$ cat src/rtl/regfile_pkg.sv
// Shared widths and write-request bundle for the register file write path.
// Address 0 is the hardwired-zero register.
package regfile_pkg;
   localparam int ADDR_W = 5;
   localparam int DATA_W = 32;
   localparam logic [ADDR_W-1:0] REG_ZERO = '0;

   typedef struct packed {
      logic [ADDR_W-1:0] addr;
      logic [DATA_W-1:0] data;
   } wr_req_t;
endpackage

$ cat src/rtl/decoder5to32.sv
// One-hot address decoder with enable; all-zero output when disabled.
module decoder5to32
   import regfile_pkg::*;
#(
   parameter int N = ADDR_W
) (
   input  logic            en_i,
   input  logic [N-1:0]    addr_i,
   output logic [2**N-1:0] onehot_o
);
   always_comb begin
      onehot_o = '0;
      if (en_i) onehot_o[addr_i] = 1'b1;
   end
endmodule

$ cat src/rtl/regfile_write_queue.sv
// Buffered register-file write port: FIFO of {addr, data}, one drain per cycle.
// Define REGWRITE_COALESCE_EN to merge a write into the youngest same-address entry.
module regfile_write_queue
   import regfile_pkg::wr_req_t;
   import regfile_pkg::REG_ZERO;
#(
   parameter  int DEPTH  = 4,
   parameter  int ADDR_W = regfile_pkg::ADDR_W,
   parameter  int DATA_W = regfile_pkg::DATA_W,
   localparam int PTR_W  = $clog2(DEPTH),
   localparam int CNT_W  = PTR_W + 1
) (
   input  logic                 clk,
   input  logic                 reset,
   input  logic                 wr_valid,
   output logic                 wr_ready,
   input  logic [ADDR_W-1:0]    wr_addr,
   input  logic [DATA_W-1:0]    wr_data,
   input  logic                 hold,
   output logic [2**ADDR_W-1:0] wrenable,
   output logic [DATA_W-1:0]    wrdata,
   output logic [CNT_W-1:0]     count
);
   logic [PTR_W-1:0]     head_q, head_d;
   logic [PTR_W-1:0]     tail_q, tail_d;
   logic [CNT_W-1:0]     count_q, count_d;
   logic [2**ADDR_W-1:0] wren_q, wren_d;
   logic [DATA_W-1:0]    wdata_q, wdata_d;
   logic [2**ADDR_W-1:0] dec;
   wr_req_t              mem_q [DEPTH];

   logic accept, nonzero, pop, push, coal;

   assign wr_ready = (count_q != CNT_W'(DEPTH));
   assign accept   = wr_valid && wr_ready;
   assign nonzero  = (wr_addr != REG_ZERO);
   assign pop      = (count_q != '0) && !hold;

`ifdef REGWRITE_COALESCE_EN
   logic [PTR_W-1:0] young;
   assign young = tail_q - PTR_W'(1);
   // A lone entry leaving this cycle cannot absorb the write.
   assign coal  = accept && nonzero && (count_q != '0)
                  && (mem_q[young].addr == wr_addr)
                  && !((count_q == CNT_W'(1)) && pop);
`else
   assign coal  = 1'b0;
`endif

   assign push = accept && nonzero && !coal;

   decoder5to32 #(
      .N(ADDR_W)
   ) u_dec (
      .en_i    (pop),
      .addr_i  (mem_q[head_q].addr),
      .onehot_o(dec)
   );

   always_comb begin
      head_d  = head_q;
      tail_d  = tail_q;
      wren_d  = dec;
      wdata_d = wdata_q;
      if (push) tail_d = tail_q + PTR_W'(1);
      if (pop) begin
         head_d  = head_q + PTR_W'(1);
         wdata_d = mem_q[head_q].data;
      end
      count_d = count_q + CNT_W'(push) - CNT_W'(pop);
   end

   always_ff @(posedge clk or posedge reset) begin
      if (reset) begin
         head_q  <= '0;
         tail_q  <= '0;
         count_q <= '0;
         wren_q  <= '0;
         wdata_q <= '0;
      end else begin
         head_q  <= head_d;
         tail_q  <= tail_d;
         count_q <= count_d;
         wren_q  <= wren_d;
         wdata_q <= wdata_d;
      end
   end

   always_ff @(posedge clk) begin
      if (push) mem_q[tail_q] <= '{addr: wr_addr, data: wr_data};
`ifdef REGWRITE_COALESCE_EN
      if (coal) mem_q[young].data <= wr_data;
`endif
   end

   assign wrenable = wren_q;
   assign wrdata   = wdata_q;
   assign count    = count_q;
endmodule

$ cat config.mk
export PLATFORM = sky130hd
export DESIGN_NAME = regfile_write_queue
export DESIGN_NICKNAME = d
export VERILOG_FILES = /design/src/rtl/regfile_pkg.sv /design/src/rtl/decoder5to32.sv /design/src/rtl/regfile_write_queue.sv
export SDC_FILE = /design/constraint.sdc
export NUM_CORES = 1
export LEC_CHECK = 0
export ABC_AREA = 1
export BUFFER_PORTS_ARGS = -buffer_cell sky130_fd_sc_hd__buf_2
export CAP_MARGIN = 25
export CORE_MARGIN = 5
export CORE_UTILIZATION = 52
export CTS_CLUSTER_SIZE = 20
export DETAILED_ROUTE_END_ITERATION = 8
export MAX_ROUTING_LAYER = met4
export PLACE_DENSITY = 0.76
export SETUP_SLACK_MARGIN = 0.4
export SLEW_MARGIN = 20
export SYNTH_ARGS = -nofsm -noshare
export SYNTH_HDL_FRONTEND = slang
export SYNTH_HIERARCHICAL = 1
export SYNTH_SLANG_ARGS = --single-unit
$ cat constraint.sdc
create_clock -name clk -period 2.8 [get_ports clk]
set_input_delay 0.56 -clock clk [delete_from_list [all_inputs] [get_ports clk]]
set_output_delay 0.56 -clock clk [all_outputs]
set_load 0.05 [all_outputs]
==> flow_summary.json <==
{
  "via_per_inst": 4.81,
  "antenna_found_initial": 3,
  "cts-root-buf": "clkbuf_16",
  "p_leak_nw": 5.01,
  "gr-total-overflow": 0,
  "dieArea_um2": 19500,
  "layout-drive-gt1-share": 0.180,
  "clockBufferDepth": 3,
  "hold_buffers": 0,
  "cts_made_buffers": 23,
  "num_rows": 47,
  "grt_first_pass_wirelength_um": 28400,
  "clk_latency_ps": 490,
  "place_congestion": 0.756,
  "min_path_type": "in -> async",
  "cts_resized": 0,
  "die_y_um": 140,
  "wl_met3_um": 951,
  "syn_nets": 868,
  "vdd_ir_drop_max_v": 0.000678,
  "area_delta_synth_final_pct": 18.6,
  "portBuffers": 108,
  "drt-total-wl_um": 17500,
  "status": "finished, final reports clean",
  "cp_slowest_cell": "dfrtp_2",
  "postCtsSetupBuffers": 0,
  "h-tree-depth": 1,
  "tns_ps": 0,
  "vias": 5661,
  "drv_slew": 0,
  "synth-seq-cells": 219,
  "ys_warn_count": 6,
  "hold_viol": 0,
  "seq_area_frac_synth": 0.713,
  "dr.pass1.iters": 5,
  "cp-end-kind": "register",
  "final_antenna_net_count": 0,
  "cts_tree": "yes",
  "grt_pass1_vias": 5599,
  "synth_cell_type_count": 21,
  "top_layer_used": "met4",
  "max_freq_mhz": 444,
  "powerDensity_nw_per_um2": 1130,
  "clk_pin_slew_ps": 60,
  "period_share": 0.804,
  "drt_iter0_markers": 388,
  "grtUsageTotal": 0.185,
  "setup_viol": 0,
  "layout_min_cycle_time_ps": 2250,
  "criticalPathCategory": "reg -> reg",
  "rsz0062_at_grt": "no",
  "preCtsSetupSlack_ps": 440,
  "avgSynthCellArea_um2": 10.6,
  "slowest_delay_ps": 420,
  "rr_startpoint": "count[1]",
  "worstPathCellList": "nor2_2 > a21oi_1 > nand2_1 > ha_1 > inv_1 > ha_1 > inv_1 > fa_1 > xnor2_1 > xor2_1",
  "dp_hpwl_um": 10900,
  "crit_fanout": 4,
  "fin_skew_ps": 11.8,
  "cp.required_ps": 3210,
  "setup_ws_ps": 549,
  "drc": 0,
  "cts.sinks": 219,
  "start_util": 0.528,
  "dr_wl_met2_um": 9010,
  "crit_path_start_kind": "register",
  "layout.nets": 986,
  "routedWlPerCell_um": 14.9,
  "wl_met1_um": 7260,
  "fp.coreArea_um2": 16500,
  "worst_pin_slew_ps": 724,
  "cp_top_family": "adder cells",
  "utilization": 0.626,
  "slew_headroom": 0.517,
  "cp_num_buf_inv": 2,
  "syn-cell-area_um2": 8730,
  "maxCapViolCount": 0,
  "syn_inst": 820,
  "cp-startpoint": "count[1]",
  "die_x_um": 140,
  "io_pins": 109,
  "grt_start_max_net_pins": 66,
  "cp.arrival_ps": 2660
}
[final timing paths]
path                          endpoint  slack, ps  cells past startpoint
setup / recovery              count[2]        550                     10
hold / removal               wrdata[9]        130                      2
setup reg to reg              count[2]        550                     10
hold reg to reg              wrdata[0]        470                      2
max in group asynchronous     count[0]       2040                      3
min in group clk           mem_q[2][9]        280                      1
[state kept, by name, indices dropped and copies added (netlist names)]
| signal | flops |
|---|---|
| head_q | 2 |
| wrenable | 32 |
| mem_q | 148 |
| wrdata | 32 |
| tail_q | 2 |
| count | 3 |
[cell usage in the layout, fill, tap and decap left out, drive strengths merged]
master  count
clkbuf     32
xor2        2
ha          6
xnor2       1
fa          1
nand2     267
bufinv      2
nand3b      1
nor2       50
dfrtp      71
o22ai       5
o21ai      11
inv       148
clkinv      8
buf       123
a21oi       1
nand3      77
edfxtp    148
diode       3
[layer usage]
metal	GRT usage	up-vias
li1	-	2809
met1	0.228	2692
met2	0.320	136
met3	0.0360	24
met4	0.0433	0
met5	-	-
[logic make-up (layout without fill, tap and decap cells)]
kind of cell / Yosys count / in the layout / synth area share
flip-flops: 219 / 219 / 0.713
AO/OA/AOI/OAI: 17 / 17 / 0.0105
AND/OR/NAND/NOR: 395 / 395 / 0.182
adder cells (fa/ha/maj): 7 / 7 / 0.0109
XOR/XNOR: 3 / 3 / 0.00301
buffers and inverters: 179 / 313 / 0.0810
other: 0 / 3 / 0
[worst register-to-register path, stage by stage, from the launching register on]
cell	delay, ps
dfrtp_2	420
nor2_2	60
a21oi_1	250
nand2_1	130
ha_1	300
inv_1	60
ha_1	150
inv_1	60
fa_1	370
xnor2_1	190
xor2_1	170
[metrics by stage]
stage          hold WS (ps)  power (mW)  area, um2  cells
3_3_place_gp            459        8.72       9600   1133
2_1_floorplan           492        7.72       8740    820
3_5_place_dp            460        8.84       9600   1133
6_report                129        11.7      10400   1177
4_1_cts                 129        11.8      10300   1174
5_1_grt                 166        12.4      10400   1177
[where the power goes]
part           switching [mW]  internal [mW]
clock network            1.18           1.79
registers               0.316           4.26
logic                    3.13           1.04
total                    4.63           7.09
[cell usage after synthesis]
cell	count	area share
nand2_1	266	0.11
edfxtp_1	148	0.51
inv_1	147	0.063
nand3_1	77	0.044
dfrtp_1	71	0.20
nor2_1	49	0.021
buf_2	25	0.014
o21ai_0	7	0.0040
ha_1	6	0.0086
o22ai_1	5	0.0036
clkbuf_1	4	0.0017
o21ai_1	4	0.0023
inv_2	2	0.00086
xor2_1	2	0.0020
a21oi_1	1	0.00057
buf_4	1	0.00086
fa_1	1	0.0023
nand2_2	1	0.00072
nand3b_1	1	0.00086
nor2_2	1	0.00072
xnor2_1	1	0.0010
[area by class of cell]
| class | instances | area [um2] |
|---|---|---|
| clock inverters | 9 | 109 |
| multi-input cells | 422 | 1830 |
| fillers | 1289 | 6170 |
| inverters | 149 | 561 |
| diodes | 3 | 7.51 |
| flip-flops and latches | 219 | 6230 |
| well taps | 220 | 275 |
| clock buffers | 32 | 639 |
| repair buffers | 123 | 703 |
(Power assumes the default switching activity.)
